## src/rtl/jk_bank_ctrl.sv

```systemverilog
// jk_bank_ctrl: sequences j/k pins of an external reset-less jk_ff bank to
// clear, load, count up or count down, with load readback and wrap flags.
module jk_bank_ctrl #(
  parameter int unsigned WIDTH = 4,
  parameter int unsigned CNT_W = 8
) (
  input  logic             clk,
  input  logic             rst,
  input  logic             cmd_valid,
  output logic             cmd_ready,
  input  logic [2:0]       cmd_op,
  input  logic [WIDTH-1:0] cmd_data,
  input  logic [CNT_W-1:0] cmd_count,
  input  logic [WIDTH-1:0] q_in,
  output logic [WIDTH-1:0] j_out,
  output logic [WIDTH-1:0] k_out,
  output logic             busy,
  output logic             done,
  output logic [CNT_W-1:0] steps_left,
  output logic             load_err,
  output logic             wrapped,
  output logic             illegal
);

  localparam logic [2:0] OP_CLEAR = 3'd1;
  localparam logic [2:0] OP_LOAD  = 3'd2;
  localparam logic [2:0] OP_UP    = 3'd3;
  localparam logic [2:0] OP_DOWN  = 3'd4;

  typedef enum logic [1:0] {
    S_IDLE   = 2'd0,
    S_APPLY  = 2'd1,
    S_VERIFY = 2'd2,
    S_RUN    = 2'd3
  } state_t;

  state_t           r_state;
  state_t           w_next;
  logic [2:0]       r_op;
  logic [WIDTH-1:0] r_data;
  logic [CNT_W-1:0] r_steps;
  logic             r_done;
  logic             r_load_err;
  logic             r_wrapped;
  logic             r_illegal;

  logic             w_accept;
  logic             w_is_run;
  logic             w_done_next;
  logic [WIDTH-1:0] w_carry;
  logic [WIDTH-1:0] w_borrow;
  logic [WIDTH-1:0] w_expect;

  assign cmd_ready  = (r_state == S_IDLE) && !rst;
  assign w_accept   = cmd_valid && cmd_ready;
  assign w_is_run   = ((cmd_op == OP_UP) || (cmd_op == OP_DOWN)) && (cmd_count != '0);
  assign w_expect   = (r_op == OP_CLEAR) ? '0 : r_data;
  assign busy       = (r_state != S_IDLE);
  assign done       = r_done;
  assign steps_left = r_steps;
  assign load_err   = r_load_err;
  assign wrapped    = r_wrapped;
  assign illegal    = r_illegal;

  // Per-bit toggle enables: bit i toggles when all lower bits are ones (up) or zeros (down)
  always_comb begin
    w_carry     = '0;
    w_borrow    = '0;
    w_carry[0]  = 1'b1;
    w_borrow[0] = 1'b1;
    for (int i = 1; i < WIDTH; i++) begin
      w_carry[i]  = w_carry[i-1] & q_in[i-1];
      w_borrow[i] = w_borrow[i-1] & ~q_in[i-1];
    end
  end

  // Next state, done strobe and combinational j/k drive
  always_comb begin
    w_next      = r_state;
    w_done_next = 1'b0;
    j_out       = '0;
    k_out       = '0;
    case (r_state)
      S_IDLE: begin
        if (w_accept) begin
          if ((cmd_op == OP_CLEAR) || (cmd_op == OP_LOAD)) begin
            w_next = S_APPLY;
          end else if (w_is_run) begin
            w_next = S_RUN;
          end
        end
      end
      S_APPLY: begin
        w_next = S_VERIFY;
        if (r_op == OP_CLEAR) begin
          k_out = '1;
        end else begin
          j_out = r_data;
          k_out = ~r_data;
        end
      end
      S_VERIFY: begin
        w_next = S_IDLE;
      end
      S_RUN: begin
        if (r_steps <= CNT_W'(1)) begin
          w_next = S_IDLE;
        end
        if (r_op == OP_UP) begin
          j_out = w_carry;
          k_out = w_carry;
        end else begin
          j_out = w_borrow;
          k_out = w_borrow;
        end
      end
      default: w_next = S_IDLE;
    endcase
    w_done_next = (w_next == S_IDLE) && ((r_state != S_IDLE) || w_accept);
    if (rst) begin
      j_out = '0;
      k_out = '0;
    end
  end

  // State, latched command, step counter and sticky flags
  always_ff @(posedge clk) begin
    if (rst) begin
      r_state    <= S_IDLE;
      r_op       <= '0;
      r_data     <= '0;
      r_steps    <= '0;
      r_done     <= 1'b0;
      r_load_err <= 1'b0;
      r_wrapped  <= 1'b0;
      r_illegal  <= 1'b0;
    end else begin
      r_state <= w_next;
      r_done  <= w_done_next;
      if (w_accept) begin
        r_op       <= cmd_op;
        r_data     <= cmd_data;
        r_steps    <= w_is_run ? cmd_count : '0;
        r_load_err <= 1'b0;
        r_wrapped  <= 1'b0;
        r_illegal  <= (cmd_op > OP_DOWN);
      end else if (r_state == S_RUN) begin
        r_steps <= r_steps - CNT_W'(1);
        if ((r_op == OP_UP) && (&q_in)) begin
          r_wrapped <= 1'b1;
        end
        if ((r_op == OP_DOWN) && !(|q_in)) begin
          r_wrapped <= 1'b1;
        end
      end else if (r_state == S_VERIFY) begin
        if (q_in != w_expect) begin
          r_load_err <= 1'b1;
        end
      end
    end
  end

endmodule

```

## config.mk

```make
export PLATFORM = sky130hd
export DESIGN_NAME = jk_bank_ctrl
export DESIGN_NICKNAME = d
export VERILOG_FILES = /design/src/rtl/jk_bank_ctrl.sv
export SDC_FILE = /design/constraint.sdc
export NUM_CORES = 1
export LEC_CHECK = 0
export ABC_AREA = 0
export BUFFER_PORTS_ARGS = -buffer_cell sky130_fd_sc_hd__buf_2
export CORE_MARGIN = 3
export CORE_UTILIZATION = 50
export CTS_CLUSTER_SIZE = 20
export DETAILED_ROUTE_END_ITERATION = 8
export PLACE_DENSITY = 0.77
export SETUP_SLACK_MARGIN = 0.1
export SYNTH_ARGS = -nofsm -noshare
export SYNTH_HDL_FRONTEND = slang
export SYNTH_SLANG_ARGS = --single-unit
```

## constraint.sdc

```tcl
create_clock -name clk -period 2.6 [get_ports clk]
set_clock_uncertainty 0.1 [all_clocks]
set_input_delay 0.65 -clock clk [delete_from_list [all_inputs] [get_ports clk]]
set_output_delay 0.65 -clock clk [all_outputs]
set_load 0.01 [all_outputs]
```

# Yosys cells after proc, flatten, opt, wreduce, memory -nomap -nowiden
# Index checks and enable logic that the tools add are counted.
word_totals:
  reg_bits: 21
  in_bits: 22
  out_inout_bits: 22
  elab_cells: 70
classes:
  n_addsub: 1
  order_cmp: 2
  eq_ne: 11
  muxes: 17
  n_bitwise: 9
  n_reduce_logical: 22
ops:
  columns: ["op", "count"]
  rows:
  - ["$mux 8", 3]
  - ["$mux 4", 5]
  - ["$pmux 4 s2", 2]
  - ["$eq 3x2->1 const B", 3]
  - ["$le 8x1->1 const B", 1]
  - ["$mux 2", 4]
  - ["$pmux 2 s4", 1]
  - ["$reduce_bool 8->1", 1]
  - ["$sub 8x1->8 const B", 1]
  - ["$eq 3x1->1 const B", 2]
  - ["$eq 3x3->1 const B", 2]
  - ["$logic_and 1x1->1", 6]
  - ["$reduce_bool 2->1", 3]
  - ["$and 1x1->1", 4]
  - ["$eq 2x2->1 const B", 2]
  - ["$logic_not 2->1", 2]
  - ["$ne 4x4->1", 1]
  - ["$not 1->1", 4]
  - ["$not 4->4", 1]
  - ["$reduce_and 4->1", 1]
  - ["$reduce_or 4->1", 1]
  - ["$gt 3x3->1 const B", 1]
  - ["$logic_or 1x1->1", 3]
  - ["$reduce_and 3->1", 1]
  - ["other kinds (5)", 7]

# Longest topological paths before layout
# Gate-level depths: netlist of run 1.
logic_depth:
  ltp_word: 9
  ltp_mapped: 6
  ltp_nobuf: 6

# Worst setup path before layout of run 1
# Ideal clock, no wire load.
synth_path:
  path_kind: "input port to output port"
  from: "input port q_in[0]"
  to: "output port j_out[1]"
  t_arrival_ns: 1.722
  required_time_ns: 1.850
  setup_slack_ns: 0.128
  path_stages: 3
  path_buffers: 1
  path_cell_list: "clkbuf_1 > mux2i_1 > a2111oi_0"
synth_via:
  elab_chain_cells: 4
synth_lines:
  columns: ["item", "line_no", "text"]
  rows:
  - ["start: declaration", "14", "input logic [WIDTH-1:0] q_in,"]
  - ["$not 1->1", "73", "w_borrow[i] = w_borrow[i-1] & ~q_in[i-1];"]
  - ["$mux 4 (*)", "109", "if (r_op == OP_UP) begin"]
  - ["$pmux 4 s2 (*)", "83", "case (r_state)"]
  - ["$mux 4 (*)", "120", "if (rst) begin"]
  - ["end: declaration", "15", "output logic [WIDTH-1:0] j_out,"]
# Mark *: on every way between the ends. The rest lies on a longest branch, timed or not.

# Worst setup path in the final report of run 1
layout_path:
  from: "register r_op[0]"
  to: "output port j_out[1]"
layout_via:
  elab_chain_cells: 4
  word_cells_on_any_way: 6
  classes_between: "2 x eq/ne; 4 x mux"
layout_lines:
  columns: ["item", "line_no", "text"]
  rows:
  - ["start: declaration", "39", "logic [2:0] r_op;"]
  - ["start signal: assignment", "141", "r_op <= cmd_op;"]
  - ["$eq 3x2->1 or $eq 3x1->1 (tied branches)", "109, 95", null]
  - ["$mux 4, on equally long branches", "109, 95", null]
  - ["$pmux 4 s2 (*)", "83", null]
  - ["$mux 4 (*)", "120", null]
# Marked as above.

==> insert_results.sql, run 1 <==
INSERT INTO impl_metrics (metric_group, metric, value, unit) VALUES
('finish', 'fillerInstances', '233', ''),
('synthesis', 'async_flop_share', '0', ''),
('power', 'irDropWorstVdd', '0.384', 'mV'),
('clock_tree', 'cts.sink_count', '21', ''),
('power', 'cellPowerDensity', '416', 'mW/mm²'),
('sta', 'final.hold.worst_slack', '377', 'ps'),
('finish', 'antennaDiodeCount', '0', ''),
('routing', 'detail_route.vias_per_cell', '5.86', ''),
('finish', 'seqCellArea', '424', 'µm²'),
('finish', 'design_area', '0.00163', 'mm²'),
('synthesis', 'post_synth_edffs', '0', ''),
('setup_path', 'slowest_stage', 'a2111oi_2', ''),
('synthesis', 'compound_gate_portion_of_the_synthesized_area', '0.275', ''),
('clock_tree', 'clk_transition_reported_paths', '110', 'ps'),
('synthesis', 'synth_fp_nets', '199', ''),
('power', 'static-leakage-power', '0.000743', 'µW'),
('global_route', 'grt_antenna_before_repair', '0', ''),
('synthesis', 'synth_largest_type_area_fraction', '0.318', ''),
('global_route', 'total_grt_usage', '0.231', ''),
('synthesis', 'synthesis.area', '0.00132', 'mm²'),
('synthesis', 'yosys_warnings', '0', ''),
('sta', 'rsz0062_at_grt', 'true', ''),
('routing', 'routed-via-count', '1459', ''),
('clock_tree', 'cts.root.buffer_cell', 'clkbuf_4', ''),
('setup_path', 'arrival', '1670', 'ps'),
('finish', 'multi_input_area', '836', 'µm²'),
('synthesis', 'post_synthesis_cells', '175', ''),
('hold_path', 'min_to', 'wrapped', ''),
('routing', 'route.detailed.wl_per_inst', '14.3', 'µm'),
('routing', 'routed_wl', '3.56', 'mm'),
('hold_path', 'hp-class', 'reg2reg', ''),
('sta', 'layout_worst_path_cycle_share', '0.930', ''),
('sta', 'finish_stage_setup_viols', '0', ''),
('setup_path', 'launching_element_type_of_the_critical_path', 'flop', ''),
('hold_path', 'hp-start', 'wrapped', ''),
('global_route', 'global_route.overflow_total', '0', ''),
('clock_tree', 'cts-buffers-inserted', '3', ''),
('setup_path', 'crit_type', 'reg2out', ''),
('synthesis', 'synthMuxAreaShare', '0.00758', ''),
('finish', 'post_route_cells_drive_above_1_share', '0.301', ''),
('placed_design', 'place.detailed.hpwl', '2.83', 'mm'),
('clock_tree', 'cts_post_setup_buffers_inserted', '0', ''),
('clock_tree', 'htree_levels', '1', ''),
('die', 'design.die.area', '0.00330', 'mm²'),
('status', 'outcome', 'completed', ''),
('sta', 'timing.final.hold_violations', '0', ''),
('run', 'drv.max_cap_violation_count', '0', ''),
('synthesis', 'post-synth-top-count-cell', 'nand2_1', ''),
('die', 'die_h', '57.4', 'µm'),
('setup_path', 'crit_chain', 'buf_4 -> nor2b_2 -> nand2_1 -> mux2i_1 -> a2111oi_2 -> buf_2', ''),
('sta', 'worst_max_slew_pin_slew', '465', 'ps'),
('setup_path', 'setup.worst_path.end_class', 'output port', ''),
('synthesis', 'simple_gate_area_share_of_the_yosys_netlist', '0.288', ''),
('synthesis', 'syn_avg_cell_area', '7.55', 'µm²'),
('sta', 'tns', '0', 'ps'),
('setup_path', 'worst_r2r_endpoint', 'done', ''),
('die', 'floorplan.rows', '18', ''),
('setup_path', 'worst_r2r_path_depth', '4', ''),
('placed_design', 'pre_cts_ws', '208', 'ps'),
('clock_tree', 'clock_tree.buffer_depth', '2', ''),
('setup_path', 'r2r_start', 'steps_left[2]', ''),
('hold_path', 'worst_hold_path.num_cells', '2', ''),
('routing', 'antenna_left', '0', ''),
('placed_design', 'port_buffers', '43', ''),
('finish', 'fin_nets', '244', ''),
('die', 'die-width', '57.4', 'µm'),
('synthesis', 'ys_dominant_reg_cell', 'dfxtp_1', ''),
('synthesis', 'synth-seq-area-share', '0.318', ''),
('synthesis', 'post_synth_most_frequent_cells', '24 x nand2_1, 21 x dfxtp_1, 17 x a21oi_1', ''),
('synthesis', 'synth_adder_area_share', '0.0189', ''),
('global_route', 'grt_max_degree', '16', '');
## sequential cells by signal, summed over array words and instances (netlist names)
register,count
r_state,2
r_op,3
load_err,1
wrapped,1
illegal,1
done,1
steps_left,8
r_data,4
## where the power goes
part | total [µW] | internal [µW] | switching [µW]
clock | 155 | 59.7 | 95.4
sequential | 361 | 341 | 19.8
combinational | 160 | 71.3 | 89.2
## layer usage
layer	vias up	wire, µm	GRT usage
li1	726	-	-
met1	680	1710	0.351
met2	47	1570	0.323
met3	6	228	0.0430
met4	0	42	0.0762
met5	-	0	0
## repair_timing
item                       in CTS  in global routing
setup endpoints to repair       4                  6
resized for setup               4                  4
hold buffers                    0                  0
## cells by family after synthesis
family                     after synthesis
DFF                                     21
muxes                                    1
xor gates and xnor gates                 5
buffers and inverters                   20
and+or+nand+nor                         71
AOI/OAI and AO/OA                       55
adders and majority gates                2
## through the flow
| step | cells | utilization | total power [µW] |
|---|---|---|---|
| final | 249 | 0.650 | 676 |
| after detailed placement | 245 | 0.633 | 524 |
| after floorplan | 175 | - | 460 |
| after global routing | 249 | 0.650 | 721 |
| after global placement | 245 | 0.633 | 519 |
| after CTS | 249 | 0.647 | 678 |
## how the worst max path moves through the flow
| stage | from | endpoint | slack, ps | depth (start not counted) |
|---|---|---|---|---|
| 2_1_floorplan | q_in[0] | j_out[1] | 130 | 3 |
| 3_3_place_gp | q_in[0] | k_out[3] | 240 | 6 |
| 3_5_place_dp | q_in[0] | k_out[3] | 210 | 6 |
| 4_1_cts | r_state[0] | k_out[2] | 120 | 4 |
| 5_1_grt | r_op[0] | j_out[1] | 30 | 6 |
| 6_report | r_op[0] | j_out[1] | 180 | 6 |
## worst max-delay path: cells and delay by family (launching register included)
| kind | cells | cell delay, ps |
|---|---|---|
| compound gates | 1 | 360 |
| simple gates | 2 | 270 |
| buf+inv | 2 | 330 |
| flops | 1 | 330 |
| mux | 1 | 80 |
## cell type report
class,count,share of cell area
multi-input combinational,134,0.514
sequential,21,0.261
timing repair buffer,49,0.160
inverter,11,0.0254
tap,30,0.0231
clock buffer,4,0.0162
## placed cells by master, fill, tap and decap left out, types with 3 or more instances in the layout
cell type,instances
inv_1,11
buf_2,43
a21oi_1,17
nand2_1,24
o22ai_1,3
or4_1,3
nand2b_1,3
o31ai_1,3
xor2_1,5
a22o_1,3
nand3_1,3
dfxtp_1,18
clkbuf_4,3
nor3_1,5
dfxtp_2,3
o21ai_0,11
buf_4,6
nor2_1,14
o211ai_1,3
No activity file was read; power rests on OpenSTA's default activity.
==> inputs of run 2 (changes only) <==
CORE_UTILIZATION = 45   (was 50)
PLACE_DENSITY = 0.73   (was 0.77)
clock period = 1.99 ns   (was 2.6 ns; I/O delays follow)
==> run 2 against run 1 <==
  * The flow now finishes with violations (negative setup slack)
  * Flip-flop and latch count stayed put
  * Die area is 9.9% higher
  * Count of clock-buffer cells in the layout is 1 lower
  * Core utilization is 0.51 points lower
  * Global-route usage is 0.55 points higher
  * Cell count is 7.6% higher
  * Hold slack worse by 100 ps
  * First-iteration DRC count is 58% higher
  * Critical path type unchanged
==> insert_results.sql, run 2 (synthesis results as in run 1) <==
INSERT INTO impl_metrics (metric_group, metric, value, unit) VALUES
('routing', 'drc_errors', '0', ''),
('placed_design', 'port_buffers', '43', ''),
('clock_tree', 'cts.sink_count', '21', ''),
('routing', 'firstDrtPassIters', '5', ''),
('finish', 'largest_register_ffs', '8', ''),
('sta', 'timing.final.hold_violations', '0', ''),
('sta', 'post-route-worst-setup-slack', '-142', 'ps'),
('global_route', 'global_route.overflow_total', '0', ''),
('finish', 'p_r_area_growth_vs_syn', '35.8', '%'),
('global_route', 'total_grt_usage', '0.236', ''),
('global_route', 'grt_pass1_wl', '6.58', 'mm'),
('die', 'floorplan.rows', '19', ''),
('sta', 'worst_max_slew_pin_slew', '508', 'ps'),
('die', 'die_h', '60.2', 'µm'),
('routing', 'antenna_left', '0', ''),
('sta', 'rsz0062_at_grt', 'true', ''),
('global_route', 'grt_max_degree', '15', ''),
('finish', 'mostFrequentLayoutCell', 'buf_2', ''),
('routing', 'route.detailed.wl_per_inst', '14.6', 'µm'),
('die', 'io_pins', '44', ''),
('setup_path', 'cp_max_fo', '8', ''),
('finish', 'stdcell_count', '268', ''),
('sta', 'max_clock_freq', '469', 'MHz'),
('clock_tree', 'cts.root.buffer_cell', 'clkbuf_4', ''),
('global_route', 'grt.met1_usage', '0.337', ''),
('die', 'start_util', '0.475', ''),
('finish', 'commonest_cells_after_routing_fill_and_taps_aside', '43 x buf_2, 24 x nand2_1, 24 x buf_4', ''),
('global_route', 'globalRoute.busiestLayer', 'met2', ''),
('sta', 'layout_worst_path_cycle_share', '1.07', ''),
('clock_tree', 'clk_transition_reported_paths', '140', 'ps'),
('clock_tree', 'cts-buffers-inserted', '3', ''),
('global_route', 'vias_in_the_first_global_route', '1412', ''),
('power', 'static-leakage-power', '0.000848', 'µW'),
('die', 'core_area', '0.00278', 'mm²'),
('clock_tree', 'cts_tree', 'done', ''),
('status', 'outcome', 'finished with violations', ''),
('placed_design', 'place.detailed.hpwl', '3.01', 'mm'),
('setup_path', 'crit_type', 'reg2out', ''),
('placed_design', 'placed_cells_incl_taps', '260', ''),
('run', 'drv.max_cap_violation_count', '0', ''),
('sta', 'tns', '-803', 'ps'),
('sta', 'relSlewSlack', '0.662', ''),
('finish', 'antennaDiodeCount', '0', ''),
('sta', 'timing.final.crit_period', '2130', 'ps'),
('placed_design', 'pre_cts_ws', '-56.7', 'ps'),
('power', 'cellPowerDensity', '522', 'mW/mm²'),
('finish', 'fin_nets', '262', ''),
('routing', 'detail_route.vias_per_cell', '5.79', ''),
('clock_tree', 'htree_levels', '1', ''),
('routing', 'routed-via-count', '1552', ''),
('status', 'violations', 'negative setup slack', ''),
('placed_design', 'gp_congestion', '0.925', ''),
('power', 'irDropWorstVdd', '0.562', 'mV'),
('die', 'die-width', '60.2', 'µm'),
('clock_tree', 'clock_tree.buffer_depth', '2', ''),
('die', 'design.die.area', '0.00362', 'mm²'),
('global_route', 'global_route.usage.met3', '0.0367', ''),
('finish', 'post_route_cells_drive_above_1_share', '0.397', ''),
('setup_path', 'arrival', '1530', 'ps'),
('global_route', 'grt_antenna_before_repair', '0', ''),
('sta', 'finish_stage_setup_viols', '7', ''),
('clock_tree', 'clk_latency', '320', 'ps'),
('clock_tree', 'cts_hold_buffers', '0', ''),
('global_route', 'global_route.usage.met2', '0.364', ''),
('routing', 'routed_wl', '3.92', 'mm'),
('finish', 'fillerInstances', '267', ''),
('finish', 'final_util', '0.645', ''),
('hold_path', 'hp-class', 'in2reg', ''),
('sta', 'final.hold.worst_slack', '275', 'ps'),
('routing', 'drtIter0Drc', '128', ''),
('setup_path', 'launching_element_type_of_the_critical_path', 'flop', ''),
('setup_path', 'worstPathRequired', '1390', 'ps'),
('sta', 'total_count_of_max_transition_violations_in_the_final_report', '0', ''),
('setup_path', 'setup.worst_path.end_class', 'output port', '');
## run 2: worst paths after layout
kind / startpoint / endpoint / slack (ps) / depth (start not counted)
setup / recovery: r_state[1] / j_out[2] / -140 / 5
hold reg to reg: wrapped / wrapped / 370 / 2
hold / removal: cmd_data[2] / r_data[2] / 270 / 3
setup reg to reg: steps_left[5] / done / 110 / 4
## run 2: timing repair
action,CTS,global route
endpoints found under the setup margin,9,10
hold endpoints to repair,0,0
gates resized for setup,12,2
pin swaps,7,5
setup buffers,2,2
## run 2: power breakdown
| part | internal [µW] | switching, µW |
|---|---|---|
| Combinational | 115 | 129 |
| Clock | 75.2 | 145 |
| Sequential | 446 | 26.2 |
| Total | 637 | 300 |
## run 2: metrics by stage
stage / cell area [µm²] / total power, µW
finish: 1790 / 937
global route: 1790 / 983
CTS: 1770 / 924
detailed placement: 1710 / 706
global placement: 1710 / 700
floorplan: 1340 / 605
## run 2: area by class of cell
cell class | instances | area [µm²] | area share
Clock buffer | 3 | 22.5 | 0.0126
Sequential cell | 21 | 432 | 0.241
Timing Repair Buffer | 67 | 395 | 0.220
Inverter | 11 | 41.3 | 0.0230
Clock inverter | 1 | 5.00 | 0.00279
Tap cell | 31 | 38.8 | 0.0216
Multi-Input combinational cell | 134 | 860 | 0.479
## run 2: critical path, stage by stage, from the launching register on
cell and delay [ps]:
dfxtp_2 370, buf_4 170, nor2_1 260, nand3_1 120, a21oi_1 150, buf_2 150
## run 2: layer usage
layer / wire, µm / vias to the layer above
met4: 44 / 0
met1: 1810 / 715
met5: 0 / -
met2: 1740 / 66
met3: 332 / 6
li1: - / 765
